==> config.mk <==
export PLATFORM = sky130hd
export DESIGN_NAME = jtag_seq_master
export DESIGN_NICKNAME = d
export VERILOG_FILES = /design/src/rtl/jtag_seq_master.sv
export SDC_FILE = /design/constraint.sdc
export NUM_CORES = 1
export LEC_CHECK = 0
export CAP_MARGIN = 20
export CELL_PAD_IN_SITES_DETAIL_PLACEMENT = 1
export CELL_PAD_IN_SITES_GLOBAL_PLACEMENT = 1
export CORE_AREA = 2 2 97 145
export CTS_BUF_LIST = sky130_fd_sc_hd__clkbuf_2
export CTS_CLUSTER_DIAMETER = 30
export DETAILED_ROUTE_END_ITERATION = 16
export DIE_AREA = 0 0 99 147
export HOLD_SLACK_MARGIN = 0.03
export PLACE_DENSITY_LB_ADDON = 0.1
export SETUP_SLACK_MARGIN = 0.4
export SLEW_MARGIN = 25
export SYNTH_ARGS = -nofsm -noshare
export SYNTH_HDL_FRONTEND = slang
export SYNTH_SLANG_ARGS = --single-unit
==> constraint.sdc <==
create_clock -name clk -period 5.55 [get_ports clk]
set_input_delay 0.555 -clock clk [delete_from_list [all_inputs] [get_ports clk]]
set_output_delay 0.555 -clock clk [all_outputs]
set_load 0.02 [all_outputs]
==> src/rtl/jtag_seq_master.sv <==
// jtag_seq_master: word-level JTAG sequencer driving tck/trst_n/tms/tdi for tap_core and
// collecting tdo into a response word; tck is a registered divide of clk.
module jtag_seq_master #(
  parameter int DATA_W  = 32,
  parameter int LEN_W   = 6,
  parameter int CLK_DIV = 4
) (
  input  logic              clk,
  input  logic              rst,
  input  logic              cmd_valid,
  output logic              cmd_ready,
  input  logic [1:0]        cmd_op,
  input  logic [LEN_W-1:0]  cmd_len,
  input  logic [DATA_W-1:0] cmd_data,
  output logic              rsp_valid,
  output logic [DATA_W-1:0] rsp_data,
  output logic              busy,
  output logic              tck,
  output logic              trst_n,
  output logic              tms,
  output logic              tdi,
  input  logic              tdo
);

  localparam int DIV_W = $clog2(2 * CLK_DIV + 1);
  localparam logic [DIV_W-1:0] DIV_LAST = DIV_W'(2 * CLK_DIV - 1);
  localparam logic [DIV_W-1:0] DIV_RISE = DIV_W'(CLK_DIV - 1);
  localparam logic [DIV_W-1:0] DIV_HIGH = DIV_W'(CLK_DIV);
  localparam logic [1:0] OP_RESET = 2'b00;
  localparam logic [1:0] OP_IR    = 2'b01;
  localparam logic [1:0] OP_DR    = 2'b10;
  localparam logic [1:0] OP_RUNI  = 2'b11;

  typedef enum logic [2:0] {
    S_IDLE, S_RESET_SEQ, S_PRE, S_SHIFT, S_POST, S_RUNI, S_DONE
  } state_e;

  state_e              state_q, state_d;
  logic [LEN_W-1:0]    idx_q, idx_d, len_q, len_d;
  logic [DIV_W-1:0]    div_q, div_d;
  logic [1:0]          op_q, op_d;
  logic [DATA_W-1:0]   data_q, data_d, cap_q, cap_d, rsp_data_q, rsp_data_d;
  logic                tck_q, tck_d, trst_n_q, trst_n_d, tms_q, tms_d, tdi_q, tdi_d;
  logic                cmd_ready_q, cmd_ready_d, busy_q, busy_d, rsp_valid_q, rsp_valid_d;
  logic                accept, active, period_end, sample;
  logic [LEN_W-1:0]    len_clamped, pre_last, len_last, len_last_d;
  logic [DATA_W-1:0]   data_shr;

  // Sequencing: a period counter (idx) per state, advanced at the clk edge that ends a tck period.
  always_comb begin
    state_d = state_q;
    idx_d   = idx_q;
    len_d   = len_q;
    op_d    = op_q;
    data_d  = data_q;
    cap_d   = cap_q;

    len_clamped = (cmd_len > LEN_W'(DATA_W)) ? LEN_W'(DATA_W) : cmd_len;
    accept      = (state_q == S_IDLE) && cmd_ready_q && cmd_valid;
    active      = (state_q inside {S_RESET_SEQ, S_PRE, S_SHIFT, S_POST}) ||
                  ((state_q == S_RUNI) && (len_q != '0));
    period_end  = active && (div_q == DIV_LAST);
    sample      = active && (state_q == S_SHIFT) && (div_q == DIV_RISE);
    pre_last    = (op_q == OP_IR) ? LEN_W'(3) : LEN_W'(2);
    len_last    = len_q - LEN_W'(1);
    div_d       = (active && !period_end) ? div_q + DIV_W'(1) : '0;

    if (sample) cap_d = cap_q | (DATA_W'(tdo) << idx_q);

    case (state_q)
      S_IDLE: begin
        if (accept) begin
          op_d   = cmd_op;
          len_d  = len_clamped;
          data_d = cmd_data;
          cap_d  = '0;
          idx_d  = '0;
          if (cmd_op == OP_RESET)         state_d = S_RESET_SEQ;
          else if (len_clamped == '0)     state_d = S_RUNI;
          else if (cmd_op == OP_RUNI)     state_d = S_RUNI;
          else                            state_d = S_PRE;
        end
      end
      S_RESET_SEQ: if (period_end) begin
        if (idx_q == LEN_W'(5)) state_d = S_DONE;
        else                    idx_d   = idx_q + LEN_W'(1);
      end
      S_PRE: if (period_end) begin
        if (idx_q == pre_last) begin
          state_d = S_SHIFT;
          idx_d   = '0;
        end else idx_d = idx_q + LEN_W'(1);
      end
      S_SHIFT: if (period_end) begin
        if (idx_q == len_last) begin
          state_d = S_POST;
          idx_d   = '0;
        end else idx_d = idx_q + LEN_W'(1);
      end
      S_POST: if (period_end) begin
        if (idx_q == LEN_W'(1)) state_d = S_DONE;
        else                    idx_d   = idx_q + LEN_W'(1);
      end
      S_RUNI: begin
        // A zero-length command parks here for one cycle so completion lands 2 cycles after acceptance.
        if (len_q == '0) state_d = S_DONE;
        else if (period_end) begin
          if (idx_q == len_last) state_d = S_DONE;
          else                   idx_d   = idx_q + LEN_W'(1);
        end
      end
      S_DONE:  state_d = S_IDLE;
      default: state_d = S_IDLE;
    endcase
  end

  // Pin values derive from the upcoming state/period, so they only move at period starts.
  always_comb begin
    tms_d      = tms_q;
    tdi_d      = 1'b0;
    trst_n_d   = 1'b1;
    len_last_d = len_d - LEN_W'(1);
    data_shr   = data_d >> idx_d;
    tck_d      = active && (div_d >= DIV_HIGH);

    case (state_d)
      S_RESET_SEQ: begin
        tms_d    = (idx_d != LEN_W'(5));
        trst_n_d = (idx_d >= LEN_W'(2));
      end
      S_PRE:   tms_d = (op_d == OP_IR) ? (idx_d < LEN_W'(2)) : (idx_d == '0);
      S_SHIFT: begin
        tms_d = (idx_d == len_last_d);
        tdi_d = data_shr[0];
      end
      S_POST:  tms_d = (idx_d == '0);
      S_RUNI:  if (len_d != '0) tms_d = 1'b0;
      default: ;
    endcase

    busy_d      = (state_d != S_IDLE);
    cmd_ready_d = (state_d == S_IDLE);
    rsp_valid_d = (state_d == S_DONE);
    rsp_data_d  = ((state_d == S_DONE) && (op_q inside {OP_IR, OP_DR})) ? cap_q : rsp_data_q;
  end

  always_ff @(posedge clk) begin
    if (rst) begin
      state_q     <= S_IDLE;
      idx_q       <= '0;
      len_q       <= '0;
      div_q       <= '0;
      op_q        <= '0;
      data_q      <= '0;
      cap_q       <= '0;
      rsp_data_q  <= '0;
      tck_q       <= 1'b0;
      trst_n_q    <= 1'b0;
      tms_q       <= 1'b1;
      tdi_q       <= 1'b0;
      cmd_ready_q <= 1'b0;
      busy_q      <= 1'b0;
      rsp_valid_q <= 1'b0;
    end else begin
      state_q     <= state_d;
      idx_q       <= idx_d;
      len_q       <= len_d;
      div_q       <= div_d;
      op_q        <= op_d;
      data_q      <= data_d;
      cap_q       <= cap_d;
      rsp_data_q  <= rsp_data_d;
      tck_q       <= tck_d;
      trst_n_q    <= trst_n_d;
      tms_q       <= tms_d;
      tdi_q       <= tdi_d;
      cmd_ready_q <= cmd_ready_d;
      busy_q      <= busy_d;
      rsp_valid_q <= rsp_valid_d;
    end
  end

  assign cmd_ready = cmd_ready_q;
  assign busy      = busy_q;
  assign rsp_valid = rsp_valid_q;
  assign rsp_data  = rsp_data_q;
  assign tck       = tck_q;
  assign trst_n    = trst_n_q;
  assign tms       = tms_q;
  assign tdi       = tdi_q;

endmodule

; Word level (Yosys, flattened, before mapping)
; Cells that the tools add are included.
[totals]
in_bits = 44
mem_bits_ro = 0
latchBits = 0
n_memories = 0
register_bits = 124
out_inout_bits = 39
word_cells = 121
mem_bits_rw = 0
[classes]
n_lt_le_gt_ge = 4
n_mul = 0
n_bitwise = 2
n_shift = 2
n_eq_ne = 24
muxes = 45
n_div = 0
reduce_logical = 25
add_sub_neg = 4
[op_table]
columns = cell, n
row1 = two-way mux 32 bit, 5
row2 = two-way mux 6 bit, 15
row3 = two-way mux 3 bit, 15
row4 = case mux 6 bit (6 select lines), 1
row5 = bitwise OR 32 bit, 1
row6 = left shift 1 x 6 -> 32 bit, 1
row7 = >> shifter 32 x 6 -> 1 bit, 1
row8 = zero test 6 bit, 3
row9 = case mux 3 bit (6 select lines), 1
row10 = equality test 3 bit (second input constant), 5
row11 = equality test 3 x 2 -> 1 bit (second input constant), 4
row12 = equality test 6 bit, 2
row13 = nonzero test 6 bit, 2
row14 = subtractor 6 x 1 -> 6 bit (second input constant), 2
row15 = logical AND 1 bit, 9
row16 = adder 6 x 1 -> 6 bit (second input constant), 1
row17 = equality test 3 x 1 -> 1 bit (second input constant), 2
row18 = equality test 6 x 1 -> 1 bit (second input constant), 1
row19 = equality test 6 x 2 -> 1 bit, 1
row20 = equality test 6 x 3 -> 1 bit (second input constant), 1
row21 = greater-or-equal comparator 6 x 2 -> 1 bit (second input constant), 1
row22 = > comparator 6 bit (second input constant), 1
row23 = zero test 3 bit, 2
row24 = less-than comparator 6 x 2 -> 1 bit (second input constant), 1
row25 = 22 further kinds, 28

; Depth between registers and ports, before layout
[depth]
depth_word = 10
mapped_depth = 20
ltp_nobuf = 18

; Least setup slack after synthesis
; Ideal clock, no wire load.
[synth_timing]
path_type = flip-flop to flip-flop
startpoint = register len_q[0]
endpoint = register tdi_q, in the netlist tdi
stages_incl_launch_ff = 19
synth_period_minus_slack_ns = 3.447
t_arrival_ns = 3.319
setup_ns = 0.127
path_buffers = 2
slack_ns = 2.103
required_time_ns = 5.423
path_cell_list = dfxtp_1 > or3_4 > or3_1 > a22oi_1 > and2_1 > buf_6 > inv_2 > ha_1 > o311ai_0 > o211ai_1 > nand4_1 > a21o_1 > nand2_4 > buf_6 > mux2_1 > o22ai_1 > nor2_1 > nor4_1 > a211oi_1
[synth_via]
elab_chain_cells = 10
elab_cells_between_ends = 29
cone_classes = add/sub (1) / eq/ne (2) / shift (1) / mux (18) / bitwise (1) / reduce/logical (6)
[synth_rtl]
columns = item, line_no
row1 = start: declaration, 39  ; logic [LEN_W-1:0] idx_q, idx_d, len_q, len_d;
row2 = start signal: assignment, 167  ; len_q <= len_d;
row3 = "parallel branches: the longest is 10 deep, another holds subtractor 6 x 1 -> 6 bit", n/a
row4 = end signal: assignment, 176  ; tdi_q <= tdi_d;
row5 = end: declaration, 43  ; logic tck_q, tck_d, trst_n_q, trst_n_d, tms_q, tms_d, tdi_q, tdi_d;
; Several ways; the timed one is not identified.
; A chain may end at the register's enable or synchronous reset.

; Worst setup path after layout
[layout_timing]
startpoint = register idx_q[2]
endpoint = register tdi_q, in the netlist tdi
[layout_via]
elab_chain_cells = 8
elab_cells_between_ends = 34
cone_classes = add/sub (1) / eq/ne (5) / shift (1) / mux (25) / bitwise (1) / reduce/logical (1)
[layout_rtl]
columns = item, line_no
row1 = start: declaration, 39
row2 = start signal: assignment, 166  ; idx_q <= idx_d;
row3 = "parallel branches: the longest is 8 deep, another holds adder 6 x 1 -> 6 bit", n/a
; Several ways; the timed one is not identified.

==> flow_summary.ini <==
[detailed_routing]
via_per_inst = 5.73
postRouteWirelength_um = 18000
drt_iter0_drc = 191
via_count = 5451
drc = 0
antenna_left = 0
firstDrtPassIters = 4
post_drt_wl_per_cell_um = 18.9

[timing]
period_minus_slack_ns = 4.33
fin_ws_ns = 1.22
finalHoldViolCount = 0
fmax_ghz = 0.231
drv_slew = 0
setup_viol = 0
final.setup.tns_ns = 0
worstMarginPinSlew_ns = 1.00
clock_skew_ns = 0.0377
rsz0062_at_grt = false
fin_crit_sh_pct = 78.1
slew-limit-headroom_pct = 33.2
whs_ns = 0.374

[job]
maxCapViolations = 0

[synthesis]
yosysMostFrequentCell = dfxtp_1
yosys_warnings = 0
syn-mean-instance-area_um2 = 8.35
synth.largest_area_cell = dfxtp_1
ys.flop_type = dfxtp_1
synthTopCellsByCount = dfxtp_1 (124), nor2_1 (106), nand2_1 (91)
yosysSeqAreaShare_pct = 41.5
synth_top_cell_area_share_pct = 41.5
ys_seq_elements = 124
syn-num-nets = 769
synth_area_leaders = dfxtp_1 (41%), nor2_1 (6.6%), mux2i_1 (6.4%)
synth-edff-count = 0
syn_inst = 717
synthArstFlopShare_pct = 0
yosysUniqueCellTypes = 78
syn-cell-area_um2 = 5980

[layout]
post-route-util_pct = 53.3
drive_gt1_share_pct = 8.76
n_fill_cell = 1657
nNetsFinal = 827
area_growth_pct = 18.8
fin_area_um2 = 7110

[grt]
grt_first_pass_wirelength_um = 29200
grt_pass1_vias = 5877
antenna_found_initial = 1
grt_overflow_total = 0
grt_max_degree = 55
track_usage_pct = 25.3

[power_and_ir_drop]
internal_power_w = 0.00148
combPwrFrac_pct = 28.8
ir_drop_uv = 174
p_clk_share_pct = 27.4
switching_power_w = 0.000883
pwr_density_cell_nw_per_um2 = 332
leakagePower_nw = 2.57
swShare_pct = 37.4
seqPwrFrac_pct = 43.8

[clock_tree]
cts_resized = 0
tritoncts = done
cts_hold_buf = 0
clk_pin_slew_ns = 0.22
htree_levels = 4
cts_made_buffers = 17
cts_sinks = 124
post_cts_buffers = 0
cts_buffer_depth = 2
clk_latency_ns = 0.69
root_buffer = clkbuf_2

[critical_path]
critical_path_depth = 16
timing.rr.end = tdi$_SDFF_PP0_
cp-startpoint = idx_q[2]$_SDFF_PP0_
required_ns = 6.13
endpoint_kind = register
cp-start-kind = register
timing.rr.start = idx_q[2]$_SDFF_PP0_
critPathMaxStageDelay_ns = 0.83
crit_top_cell = a211oi_1
critPathMaxFanout = 19
crit_path_top_delay_cell = dfxtp_1
crit_end = tdi$_SDFF_PP0_
cp.arrival_ns = 4.92
worst-r2r-setup-slack_ns = 1.22
rr_worst_depth = 16
cpLargestDelayFamily = simple AND/OR/NAND/NOR gates
critPathBufInv = 1
criticalPathCategory = reg2reg
cp_cell_sequence = xnor2_1, a211oi_1, and3_1, and2_1, inv_2, ha_1, o311ai_0, o211ai_1, nand4_1, a21o_1, nand2_4, mux2_1, o22ai_1, nor3_1, nor4_1, a211oi_1

[place]
io_buffers = 82
hpwlAfterDp_um = 13400
pre_cts_slack_ns = 1.33
place_area_um2 = 6830
gp_congestion = 0.923

[die]
pin_count = 83
start_util_pct = 44.9
core_um2 = 13300
die_y_um = 147
fp-row-count = 52
die_w_um = 99
fp.dieArea_um2 = 14600

[hold_path]
hp-class = in2reg

[outcome]
status = completed
-- power groups by stage --
| stage | logic (W) | clock network [W] | registers, W |
|---|---|---|---|
| floorplan | 0.000490 | 0 | 0.00102 |
| global placement | 0.000657 | 0 | 0.00105 |
| detailed placement | 0.000681 | 0 | 0.00105 |
| CTS | 0.000686 | 0.000668 | 0.00104 |
| global route | 0.000749 | 0.000701 | 0.00105 |
| finish | 0.000680 | 0.000648 | 0.00103 |
-- worst min path at each step --
stage | startpoint | endpoint | slack, ns | depth (start not counted)
finish | cmd_data[10] | data_q[10]$_SDFF_PP0_ | 0.37 | 3
global route | cmd_data[10] | data_q[10]$_SDFF_PP0_ | 0.33 | 3
CTS | cmd_data[10] | data_q[10]$_SDFF_PP0_ | 0.31 | 3
detailed placement | data_q[24]$_SDFF_PP0_ | data_q[24]$_SDFF_PP0_ | 0.45 | 2
global placement | data_q[0]$_SDFF_PP0_ | data_q[0]$_SDFF_PP0_ | 0.44 | 2
floorplan | div_q[0]$_SDFF_PP0_ | div_q[0]$_SDFF_PP0_ | 0.43 | 1
-- cell type report --
type / count / area (µm²) / area share [%]
multi-input combinational: 534 / 3250 / 45.7
timing repair buffer: 88 / 861 / 12.1
clock inverter: 14 / 183 / 2.57
tap: 162 / 203 / 2.85
sequential: 124 / 2480 / 34.9
clock buffer: 18 / 90.1 / 1.27
inverter: 10 / 37.5 / 0.528
antenna: 1 / 2.50 / 0.0352
-- through the flow --
stage,power (W),cells
floorplan,0.00151,717
global placement,0.00171,918
detailed placement,0.00173,918
CTS,0.00239,950
global route,0.00250,951
finish,0.00236,951
-- cell usage in the layout, fill, tap and decap left out, drive strengths merged, types with 9 or more instances in the layout --
cell type,count
nand3,16
mux2,11
nand2,93
nor3,17
inv,15
mux2i,38
a31oi,27
dfxtp,124
clkbuf,18
o21ai,12
nor2b,9
a21oi,65
xnor2,21
clkdlybuf4s50,81
nor2,106
-- worst min-delay path: stages --
cell	delay [ns]
clkdlybuf4s50_1	0.40
nand2_1	0.06
a21oi_1	0.05
-- cell families after synthesis --
group	Yosys count	synth area share, %
AO/OA/AOI/OAI	153	16.6
XOR/XNOR	24	3.51
adder cells (fa/ha/maj)	9	1.84
buffers and inverters	59	4.47
flip-flops	124	41.5
multiplexers	49	8.43
AND/OR/NAND/NOR	299	23.7
-- flip-flops by register name, indices dropped and copies added (netlist names) --
register	cells
busy	1
cap_q	32
cmd_ready	1
data_q	32
div_q	4
idx_q	6
len_q	6
op_q	2
rsp_data	32
rsp_valid	1
state_q	3
tck	1
tdi	1
tms	1
trst_n	1
-- layer usage --
layer	GRT usage (%)	wire length, µm
met2	49.4	10100
met5	0	0
met1	25.2	6680
met4	12.6	726
met3	3.62	469
Power figures use the tool's default switching activity.
